===== src/rtl/mcu_bus_pkg.sv =====
// Shared definitions for the MCU byte-bus interface: command codes, FSM states
// and the per-command payload length table.
package mcu_bus_pkg;

    localparam logic [7:0] CMD_SAMPLING_CTRL = 8'h01;
    localparam logic [7:0] CMD_RSVD_05       = 8'h05;
    localparam logic [7:0] CMD_ACQ_STATUS    = 8'h0A;
    localparam logic [7:0] CMD_TIME_BASE     = 8'h0E;
    localparam logic [7:0] CMD_RSVD_0F       = 8'h0F;
    localparam logic [7:0] CMD_TRIG_EDGE     = 8'h16;
    localparam logic [7:0] CMD_TRIG_LEVEL    = 8'h17;
    localparam logic [7:0] CMD_TRIG_MODE     = 8'h1A;
    localparam logic [7:0] CMD_SAMPLING_MODE = 8'h28;

    typedef enum logic [1:0] {
        StIdle,
        StWr,
        StRd
    } bus_state_t;

    typedef struct packed {
        logic [3:0] wr_len;
        logic [3:0] rd_len;
    } cmd_len_t;

    // Reference decode for the external length logic; unknown codes carry no payload.
    function automatic cmd_len_t cmd_lengths(input logic [7:0] cmd);
        cmd_len_t len;
        len = '0;
        case (cmd)
            CMD_SAMPLING_CTRL: len.wr_len = 4'd1;
            CMD_RSVD_05:       len.rd_len = 4'd1;
            CMD_ACQ_STATUS:    len.rd_len = 4'd1;
            CMD_TIME_BASE:     len.wr_len = 4'd4;
            CMD_RSVD_0F:       len.wr_len = 4'd4;
            CMD_TRIG_EDGE:     len.wr_len = 4'd1;
            CMD_TRIG_LEVEL:    len.wr_len = 4'd1;
            CMD_TRIG_MODE:     len.wr_len = 4'd1;
            CMD_SAMPLING_MODE: len.wr_len = 4'd1;
            default:           len = '0;
        endcase
        return len;
    endfunction

endpackage


===== src/rtl/mcu_bus_sync.sv =====
// Multi-stage synchronizer for the MCU bus pins with registered rising-edge
// detect on bit 0 (the strobe); the remaining bits are delivered aligned to it.
module mcu_bus_sync #(
    parameter int unsigned SYNC_STAGES = 2,
    parameter int unsigned WIDTH       = 11,
    parameter logic [WIDTH-1:0] RESET_VAL = '0
) (
    input  logic             clk,
    input  logic             reset_n,
    input  logic [WIDTH-1:0] async_in,
    output logic [WIDTH-1:0] sync_out,
    output logic             rise
);

    logic [WIDTH-1:0] chain_q [SYNC_STAGES];
    logic [WIDTH-1:0] out_q;
    logic             prev_q;
    logic             rise_q;

    always_ff @(posedge clk) begin
        if (!reset_n) begin
            for (int i = 0; i < int'(SYNC_STAGES); i++) begin
                chain_q[i] <= RESET_VAL;
            end
            out_q  <= RESET_VAL;
            prev_q <= RESET_VAL[0];
            rise_q <= 1'b0;
        end else begin
            chain_q[0] <= async_in;
            for (int i = 1; i < int'(SYNC_STAGES); i++) begin
                chain_q[i] <= chain_q[i-1];
            end
            out_q  <= chain_q[SYNC_STAGES-1];
            prev_q <= chain_q[SYNC_STAGES-1][0];
            rise_q <= chain_q[SYNC_STAGES-1][0] & ~prev_q;
        end
    end

    assign sync_out = out_q;
    assign rise     = rise_q;

endmodule


===== src/rtl/mcu_bus_interface.sv =====
// Byte-serial MCU bus slave: decodes command bytes, assembles big-endian write
// words and serves read words byte by byte, all in the i_xtal domain.
module mcu_bus_interface
    import mcu_bus_pkg::*;
#(
    parameter int unsigned DATA_BYTES  = 4,
    parameter int unsigned SYNC_STAGES = 2,
    parameter int unsigned LEN_W       = $clog2(DATA_BYTES + 1)
) (
    input  logic                    i_xtal,
    input  logic                    i_reset_n,
    input  logic                    i_mcu_clk,
    input  logic                    i_mcu_dcs,
    input  logic                    i_mcu_rws,
    input  logic [7:0]              i_mcu_data,
    output logic [7:0]              o_mcu_data,
    output logic                    o_mcu_data_oe,
    output logic [7:0]              o_cmd,
    output logic                    o_cmd_valid,
    input  logic [LEN_W-1:0]        i_wr_len,
    output logic [8*DATA_BYTES-1:0] o_wr_data,
    output logic                    o_wr_valid,
    input  logic [LEN_W-1:0]        i_rd_len,
    input  logic [8*DATA_BYTES-1:0] i_rd_data,
    output logic                    o_rd_ack
);

    localparam int unsigned W = 8 * DATA_BYTES;
    localparam logic [LEN_W-1:0] MAX_LEN = LEN_W'(DATA_BYTES);
    localparam logic [LEN_W-1:0] ONE     = LEN_W'(1);

    logic [10:0] sync_out;
    logic        edge_seen;
    logic        s_dcs;
    logic        s_rws;
    logic [7:0]  s_data;

    mcu_bus_sync #(
        .SYNC_STAGES(SYNC_STAGES),
        .WIDTH      (11),
        .RESET_VAL  (11'b000_0000_0110)
    ) u_sync (
        .clk     (i_xtal),
        .reset_n (i_reset_n),
        .async_in({i_mcu_data, i_mcu_rws, i_mcu_dcs, i_mcu_clk}),
        .sync_out(sync_out),
        .rise    (edge_seen)
    );

    assign s_dcs  = sync_out[1];
    assign s_rws  = sync_out[2];
    assign s_data = sync_out[10:3];

    bus_state_t       state_q, state_d;
    logic [W-1:0]     acc_q, acc_d;
    logic [W-1:0]     acc_next;
    logic [W-1:0]     hold_q, hold_d;
    logic [W-1:0]     wr_data_q, wr_data_d;
    logic [LEN_W-1:0] wr_idx_q, wr_idx_d;
    logic [LEN_W-1:0] rd_idx_q, rd_idx_d;
    logic [7:0]       cmd_q, cmd_d;
    logic             cmd_valid_q, cmd_valid_d;
    logic             wr_valid_q, wr_valid_d;
    logic             rd_ack_q, rd_ack_d;
    logic             oe_q;
    logic             rws_prev_q;
    logic [LEN_W-1:0] wr_len_eff;
    logic [LEN_W-1:0] rd_len_clamp;
    logic [LEN_W-1:0] rd_len_eff;

    always_comb begin
        wr_len_eff   = (i_wr_len > MAX_LEN) ? MAX_LEN : i_wr_len;
        rd_len_clamp = (i_rd_len > MAX_LEN) ? MAX_LEN : i_rd_len;
        rd_len_eff   = (rd_len_clamp == '0) ? ONE : rd_len_clamp;
    end

    always_comb begin
        state_d     = state_q;
        acc_d       = acc_q;
        hold_d      = hold_q;
        wr_data_d   = wr_data_q;
        wr_idx_d    = wr_idx_q;
        rd_idx_d    = rd_idx_q;
        cmd_d       = cmd_q;
        cmd_valid_d = 1'b0;
        wr_valid_d  = 1'b0;
        rd_ack_d    = 1'b0;
        acc_next    = '0;

        // Direction flip abandons whatever transfer was in progress.
        if (s_rws != rws_prev_q) begin
            if (state_q == StWr) begin
                acc_d    = '0;
                wr_idx_d = '0;
                state_d  = StIdle;
            end else if (state_q == StRd) begin
                rd_idx_d = '0;
                state_d  = StIdle;
            end
        end

        if (edge_seen) begin
            if (s_dcs && s_rws) begin
                cmd_d       = s_data;
                cmd_valid_d = 1'b1;
                acc_d       = '0;
                wr_idx_d    = '0;
                rd_idx_d    = '0;
                state_d     = StIdle;
            end else if (!s_dcs && s_rws) begin
                if (wr_len_eff != '0) begin
                    acc_next = (acc_d << 8) | W'(s_data);
                    if (wr_idx_d + ONE == wr_len_eff) begin
                        wr_data_d  = acc_next;
                        wr_valid_d = 1'b1;
                        acc_d      = '0;
                        wr_idx_d   = '0;
                        state_d    = StIdle;
                    end else begin
                        acc_d    = acc_next;
                        wr_idx_d = wr_idx_d + ONE;
                        state_d  = StWr;
                    end
                end
            end else if (!s_dcs && !s_rws) begin
                if (rd_idx_d == '0) begin
                    hold_d = i_rd_data;
                end
                if (rd_idx_d + ONE == rd_len_eff) begin
                    rd_ack_d = 1'b1;
                    rd_idx_d = '0;
                    state_d  = StIdle;
                end else begin
                    rd_idx_d = rd_idx_d + ONE;
                    state_d  = StRd;
                end
            end
        end
    end

    always_ff @(posedge i_xtal) begin
        if (!i_reset_n) begin
            state_q     <= StIdle;
            acc_q       <= '0;
            hold_q      <= '0;
            wr_data_q   <= '0;
            wr_idx_q    <= '0;
            rd_idx_q    <= '0;
            cmd_q       <= 8'h00;
            cmd_valid_q <= 1'b0;
            wr_valid_q  <= 1'b0;
            rd_ack_q    <= 1'b0;
            oe_q        <= 1'b0;
            rws_prev_q  <= 1'b1;
        end else begin
            state_q     <= state_d;
            acc_q       <= acc_d;
            hold_q      <= hold_d;
            wr_data_q   <= wr_data_d;
            wr_idx_q    <= wr_idx_d;
            rd_idx_q    <= rd_idx_d;
            cmd_q       <= cmd_d;
            cmd_valid_q <= cmd_valid_d;
            wr_valid_q  <= wr_valid_d;
            rd_ack_q    <= rd_ack_d;
            oe_q        <= ~s_rws;
            rws_prev_q  <= s_rws;
        end
    end

    // First byte comes from the live word so single-byte polls always see fresh data.
    logic [LEN_W-1:0] byte_sel;
    logic [W-1:0]     rd_src;

    always_comb begin
        byte_sel   = rd_len_eff - ONE - rd_idx_q;
        rd_src     = (rd_idx_q == '0) ? i_rd_data : hold_q;
        o_mcu_data = 8'h00;
        for (int b = 0; b < int'(DATA_BYTES); b++) begin
            if (byte_sel == LEN_W'(b)) begin
                o_mcu_data = rd_src[8*b +: 8];
            end
        end
    end

    assign o_mcu_data_oe = oe_q;
    assign o_cmd         = cmd_q;
    assign o_cmd_valid   = cmd_valid_q;
    assign o_wr_data     = wr_data_q;
    assign o_wr_valid    = wr_valid_q;
    assign o_rd_ack      = rd_ack_q;

endmodule


===== config.mk =====
export PLATFORM = sky130hd
export DESIGN_NAME = mcu_bus_interface
export DESIGN_NICKNAME = d
export VERILOG_FILES = /design/src/rtl/mcu_bus_pkg.sv /design/src/rtl/mcu_bus_sync.sv /design/src/rtl/mcu_bus_interface.sv
export SDC_FILE = /design/constraint.sdc
export NUM_CORES = 1
export LEC_CHECK = 0
export ABC_AREA = 1
export CORE_ASPECT_RATIO = 1.1
export CORE_MARGIN = 8
export CORE_UTILIZATION = 35
export DETAILED_ROUTE_END_ITERATION = 10
export PLACE_DENSITY = 0.58
export SLEW_MARGIN = 30
export SYNTH_ARGS = -nofsm -noshare
export SYNTH_HDL_FRONTEND = slang
export SYNTH_SLANG_ARGS = --single-unit

===== constraint.sdc =====
create_clock -name i_xtal -period 2.8 [get_ports i_xtal]
set_input_delay 0.28 -clock i_xtal [delete_from_list [all_inputs] [get_ports i_xtal]]
set_output_delay 0.28 -clock i_xtal [all_outputs]
set_load 0.005 [all_outputs]

### Word level (Yosys, flattened, before mapping)

Memory sizes are Yosys's and may differ from the RTL's.
Cells that the tools add are included.

* memories: 1
* word-level logic and storage cells: 105
* RAM bits: 22
* output and inout port bits: 52
* flip-flop bits (word level): 130
* bits of input ports: 51

* bitwise operators: 12
* magnitude comparators: 2
* add/subtract/negate cells: 4
* mux-type cells: 47
* reductions and logical operators: 16
* eq/ne operators: 8

Memory list
* u_sync.chain_q: depth 2, width 11, rd ports 2, clocked after memory_dff 0, write ports 2, RTL line mcu_bus_sync.sv:15 `logic [WIDTH-1:0] chain_q [SYNC_STAGES];`

Operator list (count)
* two-way mux 32 bit: 8
* two-way mux 3 bit: 18
* two-way mux 8 bit: 4
* bitwise OR 32 x 8 -> 32 bit: 1
* two-way mux 11 bit: 2
* two-way mux 2 bit: 9
* zero test 3 bit: 4
* AND reduction 5 bit: 2
* OR reduction 5 bit: 2
* inverter 1 bit: 8
* adder 3 x 1 -> 3 bit, second input constant: 2
* equality test 3 x 2 -> 1 bit, second input constant: 2
* equality test 3 bit: 2
* greater-than comparator 3 bit, second input constant: 2
* two-way mux 1 bit: 6
* AND reduction 2 bit: 2
* equality test 3 x 1 -> 1 bit, second input constant: 1
* logical AND 1 bit: 3
* nonzero test 3 bit: 1
* subtractor 3 x 1 -> 3 bit, second input constant: 1
* subtractor 3 bit: 1
* equality test 2 x 1 -> 1 bit, second input constant: 1
* equality test 2 bit, second input constant: 1
* zero test 1 bit: 2
* other kinds (3): 4

### Logic depth before layout (Yosys ltp)

* word-level depth: 11
* mapped depth: 18
* gate-level depth less buffers: 15

### Modules after synthesis

From an unflattened synthesis, not the netlist that was laid out.

* cells, all modules: 830
* area, all modules: 6105.9 µm²

By module, submodules not included
* mcu_bus_interface: times used 1, sequential area each 2182.1 µm², cells an instance 724, area an instance 5094.9 µm²
* mcu_bus_sync: times used 1, sequential area each 680.7 µm², cells an instance 106, area an instance 1011.0 µm²

### Worst setup path before layout

OpenSTA, ideal clock, no wires.

* path kind: reg-to-reg
* start point: register u_sync.out_q[2] (netlist: u_sync.sync_out[2]), read port of u_sync.chain_q
* end point: register wr_data_q[10] (netlist: o_wr_data[10])
* setup time: 0.113 ns
* stages on the path, launching flop included: 18
* arrival: 2.292 ns
* required time: 2.687 ns
* clock period less this slack: 2.404 ns
* path slack: 0.396 ns
* buffers on the path: 3
* cells stage by stage: dfxtp_1 -> inv_2 -> nand2_2 -> nand3_2 -> buf_4 -> clkbuf_1 -> nand2_1 -> inv_1 -> ha_1 -> inv_1 -> xor2_1 -> inv_1 -> nand2_1 -> nor2_2 -> nand4_4 -> buf_2 -> nor2_1 -> nor2_1

* longest elaborated chain between the ends: 5
* elaborated cells between the ends (all ways): 10
* classes of those cells: 1 x add/sub; 2 x eq/ne; 2 x mux; 2 x bitwise; 3 x reduce/logical

Ends and longest elaborated chain
* from (decl): RTL line mcu_bus_sync.sv:16 `logic [WIDTH-1:0] out_q;`
* != test 1 bit: RTL line mcu_bus_interface.sv:91 `if (s_rws != rws_prev_q) begin`
* two-way mux 3 bit: RTL line mcu_bus_interface.sv:91
* adder 3 x 1 -> 3 bit: RTL line mcu_bus_interface.sv:113 `if (wr_idx_d + ONE == wr_len_eff) begin`
* equality test 3 bit: RTL line mcu_bus_interface.sv:113
* AND reduction 5 bit (no source line)
* to (signal assigned): RTL line mcu_bus_interface.sv:159 `wr_data_q <= wr_data_d;`
* to (decl): RTL line mcu_bus_interface.sv:58 `logic [W-1:0] wr_data_q, wr_data_d;`

Parallel ways exist; a longest one is shown, timed or not.
A chain may end at the register's enable or synchronous reset.

### Worst setup path after layout

* start point: input i_rd_len[0]
* end point: output o_mcu_data[4]

* longest elaborated chain between the ends: 11
* elaborated cells between the ends (all ways): 14
* classes of those cells: 2 x add/sub; 1 x order compare; 3 x eq/ne; 6 x mux; 2 x reduce/logical

Ends and longest elaborated chain
* from (decl): RTL line mcu_bus_interface.sv:23 `input logic [LEN_W-1:0] i_rd_len,`
* greater-than comparator 3 bit: RTL line mcu_bus_interface.sv:73 `rd_len_clamp = (i_rd_len > MAX_LEN) ? MAX_LEN : i_rd_len;`
* two-way mux 3 bit *: RTL line mcu_bus_interface.sv:73
* zero test 3 bit: RTL line mcu_bus_interface.sv:74 `rd_len_eff = (rd_len_clamp == '0) ? ONE : rd_len_clamp;`
* two-way mux 3 bit *: RTL line mcu_bus_interface.sv:74
* subtractor 3 x 1 -> 3 bit *: RTL line mcu_bus_interface.sv:176 `byte_sel = rd_len_eff - ONE - rd_idx_q;`
* subtractor 3 bit *: RTL line mcu_bus_interface.sv:176
* zero test 3 bit: RTL line mcu_bus_interface.sv:180 `if (byte_sel == LEN_W'(b)) begin`
* two-way mux 8 bit (3 in a row): RTL line mcu_bus_interface.sv:180
* two-way mux 8 bit *: RTL line mcu_bus_interface.sv:180
* to (decl): RTL line mcu_bus_interface.sv:16 `output logic [7:0] o_mcu_data,`

Mark *: on every way between the ends. The rest lies on a longest branch, timed or not.

==> metrics.csv <==
stage,metric,value,unit
detailed_routing,"antenna viol nets, final",0,
pwr,Comb pwr share,0.066,
pwr,P_int,3475,uW
pwr,P_sw,1135,uW
synthesis,syn avg cell area,7.044,um^2
clock_tree,Num CTS Buffers,17,
setup_path,Worst path slowest cell,clkdlybuf4s50_1,
synthesis,synthesized netlist cell count,856,
final_layout,# diodes,0,
global_route,global-route wire length before repair,24120,um
die,die height,153.7,um
job,max-cap violations,0,
die,CORE AREA,16950,um^2
pwr,maximum VDD drop,0.0003868,V
clock_tree,clk slew on worst S/H paths,0.07,ns
timing,fin. max-slew vios,0,
setup_path,crit end category,output pin,
clock_tree,CTS Buffer Depth,2,
placement,I/O Buffers,102,
pwr,sequential share of power,0.448,
global_route,largest net degree at the start of global routing,71,
global_route,met3 Resource Use GR,0.03933,
timing,Rel. slew slack,0.6361,
die,chip width,141.1,um
hold_path,HP Start,i_reset_n,
timing,RSZ-0062 raised after global routing,yes,
setup_path,Setup CP Type,input pin to output pin,
setup_path,Worst Path Buf+Inv,7,
setup_path,CP max FO,5,
detailed_routing,via/cell ratio,4.397,
clock_tree,CTS tree,done,
synthesis,post-synthesis cell area,6030,um^2
synthesis,register area share after synthesis,0.4748,
pwr,Sw Share,0.2462,
timing,Fmax achieved,0.3720,GHz
placement,routability cong.,0.8397,
pwr,Pwr per Cell Area,576.5,nW/um^2
pwr,overall power,4610,uW
timing,final worst-path cycle share,0.9601,
setup_path,r2r setup slk,0.29,ns
setup_path,Worst R2R Start,u_sync.sync_out[2],
synthesis,top cell type's share of synthesized area,0.4748,
die,row cnt,50,
timing,Final WS setup,0.1116,ns
synthesis,Synth area leader,dfxtp_1,
final_layout,Final nets,1017,
timing,worst slew pin tran,0.5453,ns
final_layout,"commonest non-fill, non-tap cells in the layout","nand2_1, inv_1, dfxtp_1",
timing,Setup Viol. Count Final,0,
setup_path,Startpoint Class,input pin,
status,status,completed,
placement,pre-CTS WS,-0.2637,ns
setup_path,Crit path arrival time,2.41,ns
timing,final period demand of the worst path,2.688,ns
setup_path,CP Cell Sequence,"clkdlybuf4s50_1, inv_2, a21oi_4, ha_2, fa_2, inv_2, nor3b_2, buf_4, buf_4, buf_4, nand2_1, nand4_1, buf_2",
synthesis,simple-gate share of the synthesized area,0.2538,
final_layout,"most common cell after layout, fill and taps aside",nand2_1,
clock_tree,CTS Root Cell,clkbuf_16,
die,DIE AREA,21690,um^2
final_layout,share of post-route cells with drive strength above 1,0.09138,
die,io pins,103,
global_route,initial antenna violation count,0,
clock_tree,Sink Count,143,
global_route,GRT Residual Overflow,0,
global_route,vias in the first global route,4789,
hold_path,Hold Crit Depth,3,
setup_path,Worst EP required,2.52,ns
clock_tree,Clock Latency Late Sink,0.42,ns
timing,final setup TNS,0,ns
final_layout,Syn-to-layout area delta,32.60,%
detailed_routing,average wire per standard cell,12.26,um
setup_path,"CP delay by family, top",buffers and inverters,
pwr,clock share of power,0.487,
hold_path,Hold Path End,o_wr_data[28],
synthesis,Synth Area in XOR/XNOR,0.008508,
synthesis,register bit total from synthesis,143,
timing,Clock Skew,0.006860,ns
synthesis,largest cells by area after synthesis,"dfxtp_1, nand2_1, inv_1",
hold_path,Worst Hold Class,input pin to flip-flop,
synthesis,Synth Area in Adders,0.01162,
detailed_routing,detailed-router iteration count before antenna repair,4,
global_route,grt met2 use,0.2267,
synthesis,largest family of logic cells by synthesized area,simple AND/OR/NAND/NOR gates,
synthesis,syn nets,912,
synthesis,count of cell types in the netlist,28,
pwr,cell leakage power,0.003865,uW
synthesis,Compound-Gate Fraction of Synth Area,0.1255,
global_route,All-Layer GR Usage,0.1388,
setup_path,reg2reg path depth,14,
synthesis,Ys Warns,0,
clock_tree,CTS H-tree lvls,4,
setup_path,Worst R2R End,acc_q[15],
timing,smallest hold slack,0.3494,ns
setup_path,stages on the worst setup path,13,
setup_path,peak per-stage delay on the critical path,0.47,ns
detailed_routing,via count,5312,
setup_path,Most Frequent Cell on Critical Path,buf_4,
detailed_routing,DRC,0,
global_route,grt peak-use layer,met2,
detailed_routing,final wirelength,14810,um
placement,Final HPWL DP,10340,um
global_route,met1 Usage GRT,0.1695,
timing,"Hold Vio Cnt, Final",0,
synthesis,multiplexer share of the synthesized area,0,
detailed_routing,initial drt markers,334,
die,Starting Density,0.3556,
[how the worst max path moves through the flow]
stage / startpoint / slack (ns) / to
after detailed placement: i_rd_len[2] / -0.26 / o_mcu_data[7]
final: i_rd_len[0] / 0.11 / o_mcu_data[4]
after global routing: rd_idx_q[1] / -0.01 / o_mcu_data[3]
after global placement: i_rd_len[1] / -0.19 / o_mcu_data[4]
after CTS: rd_idx_q[0] / 0.03 / o_mcu_data[5]
after floorplan: u_sync.sync_out[2] / 0.40 / o_wr_data[10]
[layout make-up]
class / count / area (um^2)
Fill cell: 1733 / 8959
Sequential cell: 143 / 2864
Multi-Input combinational cell: 520 / 2430
Timing Repair Buffer: 127 / 1246
Inverter: 152 / 570.5
Clock buffer: 17 / 425.4
Tap cell: 234 / 292.8
Clock inverter: 15 / 166.4
[cell usage after synthesis]
cell        n
nand4_4     1
xnor2_1     2
buf_4       2
nand2_2     3
inv_1     150
a21oi_1    51
nand2_1   217
buf_2       9
o22ai_1    25
fa_1        1
nand3_2     3
nor2_2      1
ha_1        4
nor2_4      1
o21ai_1    10
buf_6       2
nor3b_2     1
dfxtp_1   143
nor3_1      3
xnor2_2     1
xor2_1      2
nor2_1     81
nand3_1    33
clkbuf_1   28
inv_2       2
nand4_1    13
o21ai_0    59
or2_2       8
[worst reg2reg max path: stages, from the launching register on]
cell,delay [ns]
dfxtp_1,0.44
inv_2,0.07
nand2_2,0.08
nand3_2,0.13
nand2_2,0.12
inv_1,0.06
ha_1,0.26
inv_1,0.08
xor2_1,0.14
inv_1,0.05
nand2_1,0.07
nor2_2,0.06
nand2_1,0.12
nand3_2,0.44
o22ai_1,0.28
[registers in the layout, indices dropped and copies added (netlist names), 2 cells and up]
name and flops:
u_sync.sync_out 11, o_cmd 8, state_q 2, hold_q 32, u_sync.chain_q 22, rd_idx_q 3
acc_q 24, o_wr_data 32, wr_idx_q 3
[metrics by stage]
| step | util | std cells | cell area [um^2] |
|---|---|---|---|
| 6_report | 0.4716 | 1208 | 7995 |
| 5_1_grt | 0.4716 | 1208 | 7995 |
| 4_1_cts | 0.4702 | 1207 | 7971 |
| 3_5_place_dp | 0.4334 | 1170 | 7348 |
| 3_3_place_gp | 0.4334 | 1170 | 7348 |
| 2_1_floorplan | - | 856 | 6030 |
[power groups by stage]
stage | Sequential [uW] | Clock, uW | Combinational, uW
6_report | 2060 | 2240 | 304
5_1_grt | 2060 | 2390 | 338
4_1_cts | 2060 | 2300 | 304
3_5_place_dp | 2110 | 0 | 307
3_3_place_gp | 2110 | 0 | 307
2_1_floorplan | 2110 | 0 | 135
[logic make-up after synthesis]
| kind of cell | after synthesis |
|---|---|
| compound gates | 145 |
| xor+xnor | 5 |
| fa+ha+maj | 5 |
| buf+inv | 193 |
| flops | 143 |
| simple gates | 365 |
[metal layers]
layer / part of all wire / vias up
met5: 0 / -
met4: 0.016 / 0
met3: 0.044 / 17
met2: 0.48 / 94
met1: 0.46 / 2332
li1: - / 2869
[what timing repair did]
| action | CTS | global route |
|---|---|---|
| setup buffers | 5 | 1 |
| hold buffers | 0 | 0 |
| gates resized for setup | 15 | 12 |
| pin swaps | 2 | 3 |
| endpoints found under the setup margin | 8 | 8 |
No activity file was read; power rests on OpenSTA's default activity.
